[config.mk]
export PLATFORM = sky130hd
export DESIGN_NAME = vga_plot_arbiter
export DESIGN_NICKNAME = d
export VERILOG_FILES = /design/src/rtl/vga_arb_pkg.sv /design/src/rtl/rr_arbiter.sv /design/src/rtl/vga_plot_arbiter.sv
export SDC_FILE = /design/constraint.sdc
export NUM_CORES = 1
export LEC_CHECK = 0
export BUFFER_PORTS_ARGS = -buffer_cell sky130_fd_sc_hd__clkbuf_2
export CELL_PAD_IN_SITES_DETAIL_PLACEMENT = 1
export CELL_PAD_IN_SITES_GLOBAL_PLACEMENT = 1
export CORE_ASPECT_RATIO = 0.6
export CORE_UTILIZATION = 29
export DETAILED_ROUTE_END_ITERATION = 8
export PLACE_DENSITY_LB_ADDON = 0.2
export SYNTH_ARGS = -nofsm -noshare
export SYNTH_HDL_FRONTEND = slang
export SYNTH_SLANG_ARGS = --single-unit
export TNS_END_PERCENT = 30
[constraint.sdc]
create_clock -name CLOCK_50 -period 3.7 [get_ports CLOCK_50]
set_input_delay 0.185 -clock CLOCK_50 [delete_from_list [all_inputs] [get_ports CLOCK_50]]
set_output_delay 0.185 -clock CLOCK_50 [all_outputs]
set_load 0.01 [all_outputs]
[src/rtl/vga_arb_pkg.sv]
// Shared constants and state encoding for the VGA pixel-port arbiter.
// Latency: none (declarations only).
// Backpressure: not applicable.
package vga_arb_pkg;

    localparam int VGA_W = 640;
    localparam int VGA_H = 480;
    localparam int X_W   = 10;
    localparam int Y_W   = 9;
    localparam int C_W   = 3;

    typedef enum logic [1:0] {
        IDLE = 2'd0,
        PLOT = 2'd1,
        GAP  = 2'd2
    } arb_state_t;

endpackage

[src/rtl/rr_arbiter.sv]
// Round-robin one-hot arbiter: searches last+1, last+2, ... modulo N.
// Latency: purely combinational.
// Backpressure: none; the caller decides when a grant is consumed.
module rr_arbiter #(
    parameter int N  = 4,
    parameter int LW = $clog2(N)
) (
    input  logic [N-1:0]  req,
    input  logic [LW-1:0] last,
    output logic [N-1:0]  grant,
    output logic [LW-1:0] grant_idx
);

    logic          found;
    int            idx_i;
    logic [LW-1:0] idx;

    // Walk the requesters starting just after the last winner; first hit wins.
    always_comb begin
        grant     = '0;
        grant_idx = '0;
        found     = 1'b0;
        idx_i     = 0;
        idx       = '0;
        for (int k = 1; k <= N; k++) begin
            idx_i = int'(last) + k;
            if (idx_i >= N) begin
                idx_i = idx_i - N;
            end
            idx = LW'(idx_i);
            if (!found && req[idx]) begin
                found      = 1'b1;
                grant[idx] = 1'b1;
                grant_idx  = idx;
            end
        end
    end

endmodule

[src/rtl/vga_plot_arbiter.sv]
// Shares one VGA pixel port among N_REQ requesters; optional VGA_ARB_CLIP_EN drops off-screen pixels.
// Latency: plot pulses the cycle after acceptance; one pixel per 2+PLOT_GAP cycles at most.
// Backpressure: req_ready only in IDLE (one-hot); requesters hold valid/data until ready.
module vga_plot_arbiter
    import vga_arb_pkg::*;
#(
    parameter int N_REQ    = 4,
    parameter int PLOT_GAP = 1
) (
    input  logic                  CLOCK_50,
    input  logic                  Resetn,
    input  logic [N_REQ-1:0]      req_valid,
    input  logic [X_W*N_REQ-1:0]  req_x,
    input  logic [Y_W*N_REQ-1:0]  req_y,
    input  logic [C_W*N_REQ-1:0]  req_color,
    output logic [N_REQ-1:0]      req_ready,
    output logic [X_W-1:0]        VGA_X,
    output logic [Y_W-1:0]        VGA_Y,
    output logic [C_W-1:0]        VGA_COLOR,
    output logic                  plot,
    output logic                  busy
`ifdef VGA_ARB_CLIP_EN
    ,
    output logic [15:0]           clip_count
`endif
);

    localparam int         LW       = $clog2(N_REQ);
    localparam logic [3:0] GAP_LOAD = (PLOT_GAP > 0) ? 4'(PLOT_GAP - 1) : 4'd0;

    arb_state_t     state_q, state_d;
    logic [3:0]     gap_cnt_q, gap_cnt_d;
    logic [LW-1:0]  last_q, last_d;
    logic [X_W-1:0] vga_x_q, vga_x_d;
    logic [Y_W-1:0] vga_y_q, vga_y_d;
    logic [C_W-1:0] vga_c_q, vga_c_d;
    logic [15:0]    clip_count_q, clip_count_d;

    logic [N_REQ-1:0] grant;
    logic [LW-1:0]    grant_idx;
    logic [X_W-1:0]   sel_x;
    logic [Y_W-1:0]   sel_y;
    logic [C_W-1:0]   sel_c;
    logic             accept;
    logic             off_screen;

    rr_arbiter #(
        .N  (N_REQ),
        .LW (LW)
    ) u_rr (
        .req       (req_valid),
        .last      (last_q),
        .grant     (grant),
        .grant_idx (grant_idx)
    );

    // Mux the granted requester's pixel out of the flattened buses.
    always_comb begin
        sel_x = '0;
        sel_y = '0;
        sel_c = '0;
        for (int i = 0; i < N_REQ; i++) begin
            if (grant[i]) begin
                sel_x = req_x[i*X_W +: X_W];
                sel_y = req_y[i*Y_W +: Y_W];
                sel_c = req_color[i*C_W +: C_W];
            end
        end
    end

`ifdef VGA_ARB_CLIP_EN
    assign off_screen = (sel_x >= X_W'(VGA_W)) || (sel_y >= Y_W'(VGA_H));
`else
    assign off_screen = 1'b0;
`endif

    assign accept = (state_q == IDLE) && (|grant);

    // Ready is gated by the reset pin so it is already low while reset is held.
    assign req_ready = (state_q == IDLE && Resetn) ? grant : '0;
    assign plot      = (state_q == PLOT);
    assign busy      = (state_q != IDLE);
    assign VGA_X     = vga_x_q;
    assign VGA_Y     = vga_y_q;
    assign VGA_COLOR = vga_c_q;

    // Next-state: accept in IDLE, single plot cycle, then count out the idle gap.
    always_comb begin
        state_d      = state_q;
        gap_cnt_d    = gap_cnt_q;
        last_d       = last_q;
        vga_x_d      = vga_x_q;
        vga_y_d      = vga_y_q;
        vga_c_d      = vga_c_q;
        clip_count_d = clip_count_q;
        case (state_q)
            IDLE: begin
                if (accept) begin
                    last_d = grant_idx;
                    if (off_screen) begin
                        // Dropped pixel: consumed but never plotted.
                        if (clip_count_q != 16'hFFFF) begin
                            clip_count_d = clip_count_q + 16'd1;
                        end
                    end else begin
                        vga_x_d = sel_x;
                        vga_y_d = sel_y;
                        vga_c_d = sel_c;
                        state_d = PLOT;
                    end
                end
            end
            PLOT: begin
                if (PLOT_GAP > 0) begin
                    state_d   = GAP;
                    gap_cnt_d = GAP_LOAD;
                end else begin
                    state_d = IDLE;
                end
            end
            GAP: begin
                if (gap_cnt_q == 4'd0) begin
                    state_d = IDLE;
                end else begin
                    gap_cnt_d = gap_cnt_q - 4'd1;
                end
            end
            default: state_d = IDLE;
        endcase
    end

    // State and datapath registers; reset discards any in-flight pixel.
    always_ff @(posedge CLOCK_50 or negedge Resetn) begin
        if (!Resetn) begin
            state_q      <= IDLE;
            gap_cnt_q    <= 4'd0;
            last_q       <= LW'(N_REQ - 1);
            vga_x_q      <= '0;
            vga_y_q      <= '0;
            vga_c_q      <= '0;
            clip_count_q <= 16'd0;
        end else begin
            state_q      <= state_d;
            gap_cnt_q    <= gap_cnt_d;
            last_q       <= last_d;
            vga_x_q      <= vga_x_d;
            vga_y_q      <= vga_y_d;
            vga_c_q      <= vga_c_d;
            clip_count_q <= clip_count_d;
        end
    end

`ifdef VGA_ARB_CLIP_EN
    assign clip_count = clip_count_q;
`endif

endmodule

* After elaboration in Yosys (flattened, before gate mapping)
Index checks and enable logic that the tools add are counted.
** Storage, ports and cells
- Bits in registers :: 30
- Bits of input ports :: 94
- Output and inout port bits :: 28
- Logic and storage cells :: 104
** Operators by class
- $add $sub $neg :: 9
- $lt $le $gt $ge :: 12
- Eq/ne operators :: 5
- Muxes and demuxes :: 49
- Bitwise gates (word level) :: 3
- Reductions and logical operators :: 20
** Operator list (count)
- 2-to-1 mux 10 bit :: 4
- 2-to-1 mux 9 bit :: 4
- 2-to-1 mux 4 bit :: 6
- 2-to-1 mux 2 bit :: 10
- less-than comparator 2 x 3 -> 1 bit (second input constant) :: 4
- 2-to-1 mux 3 bit :: 4
- bitwise OR 4 bit :: 3
- 2-to-1 mux 1 bit :: 11
- >= comparator 3 bit (second input constant) :: 3
- logical AND 1 bit :: 9
- binary-select mux 1 bit (select 2 bit) :: 4
- demux 1 bit (select 2 bit) :: 4
- >= comparator 2 x 1 -> 1 bit (second input constant) :: 4
- case mux 4 bit (2 select lines) :: 1
- subtractor 2 x 1 -> 2 bit (second input constant) :: 4
- adder 2 x 2 -> 3 bit (second input constant) :: 2
- inequality test 2 bit (second input constant) :: 3
- case mux 2 bit (3 select lines) :: 1
- AND reduction 2 bit :: 3
- adder 2 x 3 -> 4 bit (second input constant) :: 1
- >= comparator 4 x 3 -> 1 bit (second input constant) :: 1
- logical NOT 4 bit :: 1
- nonzero test 2 bit :: 2
- OR reduction 4 bit :: 1
- other kinds (6) :: 8

* Longest topological paths before layout
- Word-level depth :: 19
- Mapped depth :: 13
- Gate-level depth less buffers :: 9

* Cells and area by module
A second synthesis with hierarchy kept.
** Second synthesis, totals
- Cell total of the unflattened synthesis :: 247
- Area, all modules :: 2284.7 um2
** Modules (own cells, without submodules)
- vga_plot_arbiter :: instances 1, cells each 179, area an instance 1739.2 um2, sequential area each 753.2 um2
- rr_arbiter :: instances 1, cells each 68, area an instance 545.5 um2, sequential area each 0.0 um2

* Worst setup path before layout
OpenSTA, ideal clock, no wires.
- Kind :: flip-flop to flip-flop
- Start point :: register last_q[0]
- End point :: register vga_c_q[2] (netlist: VGA_COLOR[2])
- Library setup time :: 0.119 ns
- Arrival :: 3.303 ns
- Data required time :: 3.581 ns
- Path slack :: 0.279 ns
- Cell stages (with the launch flop) :: 13
- Path buffers :: 4
- Clock period less this slack :: 3.421 ns
- Path through :: dfstp_2 buf_2 inv_1 ha_1 mux4_2 nor3b_2 a221o_1 or2_1 buf_2 o41a_1 buf_2 buf_6 o21a_1
** Between the ends
- Longest elaborated chain between the ends :: 19
- Elaborated cells between the ends (all ways) :: 67
- Those cells by class :: add/sub: 8; order compare: 12; mux: 31; bitwise: 3; reduce/logical: 13
** RTL lines
- from (decl) :: line vga_plot_arbiter.sv:33 : logic [LW-1:0] last_q, last_d;
- from (signal assigned) :: line vga_plot_arbiter.sv:137 : last_q <= LW'(N_REQ - 1);
- from (signal assigned) :: line vga_plot_arbiter.sv:145 : last_q <= last_d;
- branches (longest 14 deep; another with adder 2 x 1 -> 3 bit)
- 2-to-1 mux 4 bit * :: line rr_arbiter.sv:31 : if (!found && req[idx]) begin
- 2-to-1 mux 3 bit (4 in a row) :: line vga_plot_arbiter.sv:63 : if (grant[i]) begin
- to (signal assigned) :: line vga_plot_arbiter.sv:148 : vga_c_q <= vga_c_d;
- to (decl) :: line vga_plot_arbiter.sv:36 : logic [C_W-1:0] vga_c_q, vga_c_d;
Mark *: on every way between the ends. The select of a mux whose other input is x is not followed.
A chain may end at the register's enable or synchronous reset.

* Worst setup path after layout
- Start point :: register last_q[1]
- End point :: register vga_y_q[4] (netlist: VGA_Y[4])
** Between the ends
- Longest elaborated chain between the ends :: 19
- Elaborated cells between the ends (all ways) :: 67
- Those cells by class :: add/sub: 8; order compare: 12; mux: 31; bitwise: 3; reduce/logical: 13
** RTL lines
- branches (longest 14 deep; another with adder 2 x 1 -> 3 bit)
- 2-to-1 mux 4 bit * :: line rr_arbiter.sv:31
- 2-to-1 mux 9 bit (4 in a row) :: line vga_plot_arbiter.sv:63
- to (signal assigned) :: line vga_plot_arbiter.sv:147 : vga_y_q <= vga_y_d;
- to (decl) :: line vga_plot_arbiter.sv:35 : logic [Y_W-1:0] vga_y_q, vga_y_d;
Marked as above.

==> impl_metrics.toml <==
[synthesis]
synth_edf_count = 0
yosysUniqueCellTypes = 37
async_flop_share = 1.00
synth_area_mm2 = 0.00228
ys_seq_elements = 30
synth_top_flop_cell = "dfrtp_1"
synth_cells = 257
syn-num-nets = 360
synth-warning-count = 0
synth.avg_cell_area_um2 = 8.89
ys_seq_area_frac = 0.330

[finish]
layout_commonest_cell = "clkbuf_2"
antenna_cells = 0
areaGrowthSynthToFinish_pct = 41.7
nets = 482
layout-drive-gt1-share = 0.413
final_cell_mix = "121 x clkbuf_2, 29 x nand2_1, 28 x dfrtp_1, 28 x nor2_1, 24 x a221oi_1"
fin_cells = 484

[timing]
worst_slew_pin_slew_ps = 669
setup_viol = 0
layout_setup_ws_ps = 230
min_period_ps = 3470
clock_skew_ps = 6.90
rsz0062_at_grt = "no"
finalHoldViolations = 0
fmax_mhz = 288
setup_tns_ps = 0
finalCritPeriodShare = 0.938
slew_viol_final = 0
relSlewSlack = 0.554

[cts]
clkLatencyLatePin_ps = 280
cts_buffers = 5
cts.sinks = 30
cts_tree = "yes"
cts-root-buf = "clkbuf_16"
h-tree-depth = 2
path_clk_slew_ps = 50
cts.path.max_buffers = 2

[critical_path]
end_kind = "flip-flop"
r2r_setup_slack_ps = 230
cp_top_family = "compound AO/OA/AOI/OAI gates"
cp_cell_sequence = "inv_1 > ha_1 > mux4_2 > nor3b_4 > a221oi_1 > buf_4 > a211oi_4 > buf_4 > a221oi_1 > o311ai_1 > o21a_1"
arrival_ps = 3680
crit_buf_inv = 3
cp-start-kind = "flip-flop"
crit_cells = 11
cp.required_ps = 3910
worstSetupPathType = "reg2reg"
critical_path_peak_fanout = 14
r2r_cells = 11
slowest_delay_ps = 620
cp_slowest_cell = "dfstp_2"

[power]
cellPowerDensity_mw_per_mm2 = 1170
ir_drop_uv = 658
leakagePower_nw = 1.49

[place]
port_buffers = 121
dp.cells = 475
hpwl_um = 6330
gp_congestion = 0.921
pre_cts_slack_ps = 188

[routing]
viasPerCell = 5.37
wl_um = 8500
dr.pass1.iters = 4
drc_errors = 0
vias = 2601
ant_nets = 0
post_drt_wl_per_cell_um = 17.6
initialDrtViolationCount = 127

[die]
start_util = 0.307
pin_count = 122
die_h_um = 70.8
die-width_um = 117
rows = 24
dieArea_mm2 = 0.00825
core_area_mm2 = 0.00745

[outcome]
outcome = "completed"

[worst_hold_path]
min_path_cells = 4
hold_class = "in2reg"

[global_route]
grt.total_usage = 0.216
grt_max_degree = 49
grt-ovfl-total = 0
grt_pass1_wl_um = 13500
antenna_found_initial = 0
grt_pass1_vias = 2651

[run]
max-cap-violations = 0
-- kinds of logic after synthesis --
family                     after synthesis  share of synthesized area
AOI/OAI and AO/OA                       96                      0.327
xor gates and xnor gates                 1                    0.00383
adders and majority gates                9                     0.0493
buffers and inverters                   31                     0.0619
DFF                                     30                      0.330
muxes                                    5                     0.0493
and+or+nand+nor                         85                      0.179
-- synthesized netlist by cell type (3+ instances only) --
master / count / area [µm²]
a21oi_1: 8 / 40.0
a221o_1: 3 / 30.0
a221oi_1: 25 / 219
buf_2: 8 / 40.0
clkbuf_1: 13 / 48.8
dfrtp_1: 28 / 701
ha_1: 9 / 113
inv_1: 8 / 30.0
mux4_2: 5 / 113
nand2_1: 29 / 109
nand2b_1: 7 / 43.8
nor2_1: 28 / 105
nor2b_1: 7 / 43.8
nor3_1: 3 / 15.0
o21a_1: 22 / 165
o21ai_0: 6 / 30.0
o311ai_1: 22 / 193
-- report_power, final --
part	switching [W]	total [W]	internal, W
registers	0.000110	0.000629	0.000520
logic	0.00157	0.00277	0.00120
clock network	0.000141	0.000407	0.000266
total	0.00182	0.00380	0.00198
-- routing by layer --
layer	global-route usage	routed length, µm	part of all wire
met5	0	0	0
met4	0.0450	54	0.0064
met2	0.342	3710	0.44
met3	0.0626	628	0.074
met1	0.293	4110	0.48
-- through the flow --
stage	utilization	total power [W]	cell area [µm²]	hold slack, ps
finish	0.435	0.00380	3240	242
global route	0.435	0.00413	3240	254
CTS	0.434	0.00382	3230	236
detailed placement	0.413	0.00340	3070	237
global placement	0.413	0.00332	3070	238
floorplan	-	0.00252	2280	-111
-- layout make-up --
type,count,area (µm²)
Multi-Input combinational cell,196,1430
Clock buffer,7,143
Sequential cell,30,753
Inverter,8,30.0
Timing Repair Buffer,138,748
Fill cell,930,4210
Tap cell,104,130
Clock inverter,1,5.00
-- what timing repair did --
item | 4_1_cts | 5_1_grt
hold buffers | 1 | 0
setup buffers | 0 | 0
setup endpoints to repair | 0 | 8
hold endpoints to repair | 28 | 0
resized for setup | 0 | 1
-- worst register-to-register path, cell delays in order, from the launching register on --
cell and delay [ps]:
dfstp_2 620, inv_1 80, ha_1 400, mux4_2 490
nor3b_4 390, a221oi_1 160, buf_4 180, a211oi_4 240
buf_4 230, a221oi_1 110, o311ai_1 330, o21a_1 170
-- registers in the layout, indices dropped and copies added (netlist names) --
name / cells
VGA_Y: 9
state_q: 2
last_q: 2
VGA_X: 10
VGA_COLOR: 3
gap_cnt_q: 4
-- final timing paths --
check / endpoint / start
min: VGA_Y[0]$_DFFE_PN0P_ / req_y[27]
min in group asynchronous: VGA_X[0]$_DFFE_PN0P_ / Resetn
max in group asynchronous: last_q[1]$_DFFE_PN1P_ / Resetn
min reg2reg: VGA_COLOR[2]$_DFFE_PN0P_ / VGA_COLOR[2]$_DFFE_PN0P_
max: VGA_Y[4]$_DFFE_PN0P_ / last_q[1]$_DFFE_PN1P_
max reg2reg: VGA_Y[4]$_DFFE_PN0P_ / last_q[1]$_DFFE_PN1P_
Note: power is estimated with default switching activity, not from simulation.
